==> config.mk <==
export PLATFORM = sky130hd
export DESIGN_NAME = cdb_arbiter
export DESIGN_NICKNAME = d
export VERILOG_FILES = /design/src/rtl/cdb_arbiter.sv
export SDC_FILE = /design/constraint.sdc
export NUM_CORES = 1
export LEC_CHECK = 0
export CELL_PAD_IN_SITES_DETAIL_PLACEMENT = 1
export CELL_PAD_IN_SITES_GLOBAL_PLACEMENT = 1
export CORE_AREA = 4 4 181 183
export CTS_CLUSTER_SIZE = 20
export DETAILED_ROUTE_END_ITERATION = 12
export DIE_AREA = 0 0 185 187
export GPL_TIMING_DRIVEN = 1
export PLACE_DENSITY_LB_ADDON = 0.1
export REMOVE_ABC_BUFFERS = 1
export SYNTH_ARGS = -nofsm -noshare
export SYNTH_HDL_FRONTEND = slang
export SYNTH_SLANG_ARGS = --single-unit
==> constraint.sdc <==
create_clock -name clock -period 3.57 [get_ports clock]
set_clock_uncertainty 0.1 [all_clocks]
set_input_delay 0.5355 -clock clock [delete_from_list [all_inputs] [get_ports clock]]
set_output_delay 0.5355 -clock clock [all_outputs]
set_load 0.1 [all_outputs]
==> src/rtl/cdb_arbiter.sv <==
// rtl/cdb_arbiter.sv - CDB completion arbiter; `CDB_ARB_RR_EN selects round-robin priority (fixed priority otherwise)

package cdb_arbiter_pkg;

  // Result record exchanged between functional units and the CDB
  typedef struct packed {
    logic        valid;
    logic [31:0] value;
    logic        value_valid;
    logic [5:0]  dest_prf;
    logic [4:0]  rob_entry;
    logic [31:0] branch_address;
  } func_output_t;

endpackage

module cdb_arbiter
  import cdb_arbiter_pkg::*;
#(
  parameter int NUM_FU    = 4,
  parameter int CDB_WIDTH = 2
) (
  input  logic                          clock,
  input  logic                          reset,
  input  logic                          flush,
  input  func_output_t [NUM_FU-1:0]     fu_out,
  output logic         [NUM_FU-1:0]     fu_sel,
  output func_output_t [CDB_WIDTH-1:0]  cdb_out
);

  localparam int PW = (NUM_FU > 1) ? $clog2(NUM_FU) : 1;

  func_output_t [CDB_WIDTH-1:0] cdb_d;
  func_output_t [CDB_WIDTH-1:0] cdb_q;
  logic [PW-1:0]                base_ptr;
  logic                         grant_en;

`ifdef CDB_ARB_RR_EN
  logic [PW-1:0] rr_q;
  logic [PW-1:0] rr_d;
`endif

  // Reset and flush both suppress every grant combinationally
  assign grant_en = reset & ~flush;

`ifdef CDB_ARB_RR_EN
  assign base_ptr = rr_q;
`else
  assign base_ptr = '0;
`endif

  // Walk the FUs from the highest-priority index, granting the first CDB_WIDTH requesters and packing them into slots in that order
  always_comb begin
    int            cnt;
    int            idx;
    logic [PW-1:0] idx_w;
    fu_sel = '0;
    cdb_d  = '0;
    cnt    = 0;
    idx    = 0;
    idx_w  = '0;
`ifdef CDB_ARB_RR_EN
    rr_d   = rr_q;
`endif
    for (int p = 0; p < NUM_FU; p++) begin
      idx = int'(base_ptr) + p;
      if (idx >= NUM_FU) idx = idx - NUM_FU;
      idx_w = idx[PW-1:0];
      if (grant_en && fu_out[idx_w].valid && (cnt < CDB_WIDTH)) begin
        fu_sel[idx_w] = 1'b1;
        for (int k = 0; k < CDB_WIDTH; k++) begin
          if (cnt == k) cdb_d[k] = fu_out[idx_w];
        end
        cnt = cnt + 1;
`ifdef CDB_ARB_RR_EN
        // The last grant seen in the walk fills the last slot; priority resumes just past it
        rr_d = (idx == NUM_FU - 1) ? '0 : idx_w + 1'b1;
`endif
      end
    end
  end

  // Register the broadcast; an idle or flushed cycle registers all-zero slots
  always_ff @(posedge clock or negedge reset) begin
    if (!reset) cdb_q <= '0;
    else        cdb_q <= cdb_d;
  end

`ifdef CDB_ARB_RR_EN
  // Rotating priority pointer, held when nothing is granted
  always_ff @(posedge clock or negedge reset) begin
    if (!reset) rr_q <= '0;
    else        rr_q <= rr_d;
  end
`endif

  assign cdb_out = cdb_q;

endmodule
==> results of run 1 <==
-- cell type report --
| cell class | instances | share of cell area [%] |
|---|---|---|
| flip-flops and latches | 154 | 29.05 |
| well taps | 402 | 3.791 |
| clock inverters | 12 | 0.8865 |
| inverters | 4 | 0.1132 |
| clock buffers | 20 | 3.292 |
| repair buffers | 484 | 37.04 |
| diodes | 7 | 0.1320 |
| multi-input cells | 629 | 25.70 |
-- logic make-up after synthesis --
logic type | Yosys count
mux | 1
compound gates | 310
buf+inv | 89
fa+ha+maj | 1
simple gates | 317
flops | 154
-- power breakdown --
part           switching (µW)  internal (µW)  total (µW)
Clock                     822            971        1790
Sequential               27.4           1830        1860
Combinational            1080            563        1640
Total                    1930           3370        5300
-- placed cells by master, fill, tap and decap left out, drive strengths merged, types with 3 or more instances in the layout --
cell / n
dfrtp: 154
a22oi: 76
a221o: 76
diode: 7
clkdlybuf4s50: 456
o21ai: 78
and3: 3
buf: 28
clkbuf: 20
inv: 8
clkinvlp: 7
nand2: 156
nor2: 155
a21oi: 77
-- metal layers --
metal  track usage (%)  vias to the layer above  routed length (µm)
met1             25.23                     4227               15000
met3             7.779                       28                3468
met4             7.284                        2                 674
li1                  -                     3942                   -
met2             37.60                      317               19900
met5                 0                        -                  13
-- how the worst max path moves through the flow --
stage               cells after the start   from                     to
floorplan                               6  flush   cdb_out[0]$_DFF_PN0_
global placement                        6  flush              fu_sel[3]
detailed placement                      8  flush  cdb_out[82]$_DFF_PN0_
CTS                                     6  flush              fu_sel[3]
global route                            6  flush              fu_sel[3]
finish                                  6  flush              fu_sel[3]
-- stage by stage --
| step | total power, µW | std cells | hold slack (ps) |
|---|---|---|---|
| 3_5_place_dp | 3549 | 1673 | 718.9 |
| 4_1_cts | 5378 | 1705 | 248.8 |
| 2_1_floorplan | 2780 | 787 | 139.9 |
| 6_report | 5296 | 1712 | 162.1 |
| 3_3_place_gp | 3544 | 1673 | 715.0 |
| 5_1_grt | 5520 | 1712 | 283.6 |
==> results.yml, run 1 <==
yosys:
  yosys.area.top_type_share_pct: 50.43
  ys_seq_area_share_pct: 50.43
  syn_area_per_cell_um2: 8.764
  synth_common_cells: "nand2_1 (155), nor2_1 (155), dfrtp_1 (154)"
  ys_types: 24
  ys.flop_type: "dfrtp_1"
  ys_ff_latch: 154
  synth_edf_count: 0
  ys_top_cells_by_area: "dfrtp_1 (50%), a221o_1 (10%), nand2_1 (7.6%)"
  synth_fa_ha_area_share_pct: 0.1637
  synth_compound_area_share_pct: 27.96
  synth_top_family_by_area: "compound AO/OA/AOI/OAI gates"
  synth_top_area_cell: "dfrtp_1"
  syn_area_mm2: 0.007642
  yosys-mux-area-fraction_pct: 0.1473
  yosys.area_share.simple_pct: 15.85
  ys.warnings.count: 0
  async_flop_share_pct: 100.0
  postSynthCellCount: 872
  synth_xor_area_share_pct: 0
floorplanning:
  start_util_pct: 24.47
  dieArea_mm2: 0.03460
  die_y_um: 187
  rows: 65
  pin_count: 469
  die_w_um: 185
  core_area_mm2: 0.03123
final_layout:
  multi_input_area_mm2: 0.003410
  drive_above_1_share_pct: 5.065
  fillers: 3570
  fin_util_pct: 42.48
  final-seq-area_mm2: 0.003854
  fin_nets: 1602
  fin_area_mm2: 0.01327
  largest_reg_flops: 154
  layout-area-overhead-vs-synth_pct: 73.59
route:
  drt_iter0_markers: 438
  post_drt_wl_per_cell_um: 22.81
  wirelength_mm: 39.06
  final_antenna_net_count: 0
  drc_errors: 0
  firstDrtPassIters: 5
  via_per_inst: 4.974
  num_vias: 8516
place:
  post-place-ws_ps: 599.0
  numPortBuffers: 468
  dpl_cell_area_mm2: 0.01269
  hpwl_mm: 26.98
  gp_congestion: 0.8167
power_and_ir_drop:
  p_leak_uw: 0.005569
  peakVddDrop_mv: 0.3016
  pwr_density_cell_mw_per_mm2: 399.2
clock_tree:
  numCtsBuffers: 17
  cts_resized: 0
  cts_tree: "yes"
  cts_max_level: 4
  path_clk_slew_ps: 60
  hold_buffers: 0
  cts-root-buf: "clkbuf_16"
  cts_sinks: 154
  post_cts.repair.setup_buffers: 0
  cts_buffer_depth: 2
global_routing:
  grt_max_degree: 155
  overflow: 0
  antenna_found_initial: 8
  grt_usage_pct: 21.87
  grt_pass1_vias: 9060
  grt_first_pass_wirelength_mm: 57.66
timing:
  worst_slack_ps: 614.1
  rsz0062_at_grt: "false"
  hold_viol: 0
  fin_crit_ps: 2956
  max_slew_margin_pct: 28.88
  maxSlewViolCount: 0
  finalSetupViolCount: 0
  finalSetupTns_ps: 0
  fmaxAchievable_mhz: 338.3
  min_period_over_period_pct: 82.80
  worst_pin_slew_ps: 1063
critical_path:
  end_kind: "primary output"
  crit_arrival_ps: 2320
  worstPathMaxFanout: 31
  path_buf_inv: 3
  slowest_delay_ps: 450
  slowest_stage: "clkdlybuf4s50_1"
  start_kind: "input pin"
  path_cells: "clkdlybuf4s50_1, nor2b_4, buf_4, nand3_1, a21oi_1, buf_12"
  required_ps: 2930
  cp_top_family: "buffers and inverters"
  worstSetupPathType: "in -> out"
outcome:
  status: "finished clean"
min_path:
  hp-class: "in -> async"
run:
  drv_cap: 0
Power figures use the tool's default switching activity.
==> run 2, diff against run 1 <==
--- a/config.mk
+++ b/config.mk
@@ -7,10 +7,10 @@
 export LEC_CHECK = 0
 export CELL_PAD_IN_SITES_DETAIL_PLACEMENT = 1
 export CELL_PAD_IN_SITES_GLOBAL_PLACEMENT = 1
-export CORE_AREA = 4 4 181 183
+export CORE_AREA = 4 4 182 184
 export CTS_CLUSTER_SIZE = 20
 export DETAILED_ROUTE_END_ITERATION = 12
-export DIE_AREA = 0 0 185 187
+export DIE_AREA = 0 0 186 188
 export GPL_TIMING_DRIVEN = 1
 export PLACE_DENSITY_LB_ADDON = 0.1
 export REMOVE_ABC_BUFFERS = 1
==> constraint.sdc (replaced) <==
create_clock -name clock -period 3 [get_ports clock]
set_clock_uncertainty 0.1 [all_clocks]
set_input_delay 0.45 -clock clock [delete_from_list [all_inputs] [get_ports clock]]
set_output_delay 0.45 -clock clock [all_outputs]
set_load 0.1 [all_outputs]
==> results.yml, run 2 (synthesis gave the netlist of run 1 again) <==
clock_tree:
  path_clk_slew_ps: 60
  cts_tree: "yes"
  cts_sinks: 154
  cts-root-buf: "clkbuf_16"
  post_cts.repair.setup_buffers: 0
  cts_max_level: 4
  cts_buffer_depth: 2
  numCtsBuffers: 17
final_layout:
  layout-area-overhead-vs-synth_pct: 71.76
  multi_input_area_mm2: 0.003410
  fin_nets: 1613
  fillers: 3594
  largest_reg_flops: 154
  final_cell_mix: "clkdlybuf4s50_1 (307), buf_4 (167), nand2_1 (154), nor2_1 (154), dfrtp_1 (154)"
  fin_util_pct: 41.81
  drive_above_1_share_pct: 17.28
  layout_commonest_cell: "clkdlybuf4s50_1"
  final-seq-area_mm2: 0.003854
global_routing:
  grt_first_pass_wirelength_mm: 57.56
  antenna_found_initial: 4
  grt_pass1_vias: 9198
  grt_max_degree: 92
  grt_usage_pct: 21.71
  overflow: 0
timing:
  fin_crit_ps: 2821
  maxSlewViolCount: 0
  worst_pin_slew_ps: 947.2
  min_period_over_period_pct: 94.04
  max_slew_margin_pct: 36.86
  finalSetupViolCount: 0
  rsz0062_at_grt: "false"
  hold_viol: 0
  fmaxAchievable_mhz: 354.5
critical_path:
  end_kind: "primary output"
  crit_arrival_ps: 2270
  worstPathMaxFanout: 33
  start_kind: "input pin"
  worstSetupPathType: "in -> out"
  required_ps: 2450
route:
  met1Wirelength_mm: 14.98
  via_per_inst: 4.937
  post_drt_wl_per_cell_um: 22.67
  dr_wl_met3_mm: 3.761
  num_vias: 8481
  drt_iter0_markers: 402
  firstDrtPassIters: 5
  final_antenna_net_count: 0
  highest_layer: "met5"
  drc_errors: 0
  wirelength_mm: 38.94
  wl_met2_mm: 19.29
place:
  gp_congestion: 0.7646
  hpwl_mm: 27.76
  numPortBuffers: 468
min_path:
  hp-class: "in -> reg"
floorplanning:
  die_y_um: 188
  pin_count: 469
  die_w_um: 186
  rows: 65
  start_util_pct: 24.34
  core_area_mm2: 0.03139
  dieArea_mm2: 0.03497
run:
  drv_cap: 0
power_and_ir_drop:
  fin_total_pwr_uw: 6536
  pwr_density_cell_mw_per_mm2: 497.9
  p_leak_uw: 0.005985
  peakVddDrop_mv: 0.3918
outcome:
  status: "finished clean"
[run 2: cell count changes in the layout (fill, tap and decap cells not counted), sizes merged]
cell           before  now
dlygate4sd3         0    1
clkbuf             20   19
clkinv              0    5
clkdlybuf4s50     456  307
bufinv              1    4
inv                 8    6
buf                28  187
diode               7    2
clkinvlp            7    2
[run 2: critical path, stage by stage]
cell	delay (ps)
dlygate4sd3_1	540
buf_6	110
nor2b_4	210
buf_6	330
nand3_1	150
a21oi_1	240
buf_12	210
[run 2: path summary, 6_finish.rpt]
kind,endpoint,start,depth (start not counted)
hold / removal,cdb_out[76]$_DFF_PN0_,fu_out[76],4
min in group asynchronous,cdb_out[77]$_DFF_PN0_,reset,3
setup / recovery,fu_sel[3],reset,7
max in group asynchronous,cdb_out[19]$_DFF_PN0_,reset,4
[run 2: repair_timing]
item                                    4_1_cts  5_1_grt
hold endpoints to repair                     25        0
gates resized for setup                       0        1
endpoints found under the setup margin        0        1
hold buffers                                  1        0
[run 2: area by class of cell]
type | instances | area share, %
Clock inverter | 13 | 1.468
Multi-Input combinational cell | 629 | 25.97
Inverter | 4 | 0.1144
Clock buffer | 19 | 3.374
Tap cell | 402 | 3.832
Antenna cell | 2 | 0.03813
Timing Repair Buffer | 495 | 35.84
Sequential cell | 154 | 29.36
[run 2: metal layers]
layer | track usage, % | up-vias
met3 | 7.798 | 49
met2 | 37.08 | 368
met5 | 0 | -
met4 | 6.530 | 4
li1 | - | 3972
met1 | 25.46 | 4088
[run 2: stage by stage]
stage | hold slack (ps) | setup TNS, ps | setup slack, ps | instances | cell area (µm²)
6_report | 340.8 | 0 | 178.8 | 1718 | 13130
4_1_cts | 326.4 | 0 | 37.84 | 1716 | 13120
2_1_floorplan | 54.41 | -1025790 | -6798 | 787 | 7241
3_5_place_dp | 409.2 | 0 | 115.2 | 1683 | 12470
5_1_grt | 356.8 | 0 | 87.73 | 1718 | 13130
3_3_place_gp | 407.7 | 0 | 149.0 | 1683 | 12470
[run 2: power breakdown]
group | leakage, µW | switching, µW | total, µW | internal, µW
clock | 0.000304 | 956 | 2380 | 1420
combinational | 0.00359 | 1290 | 1940 | 645
sequential | 0.00209 | 36.3 | 2220 | 2180
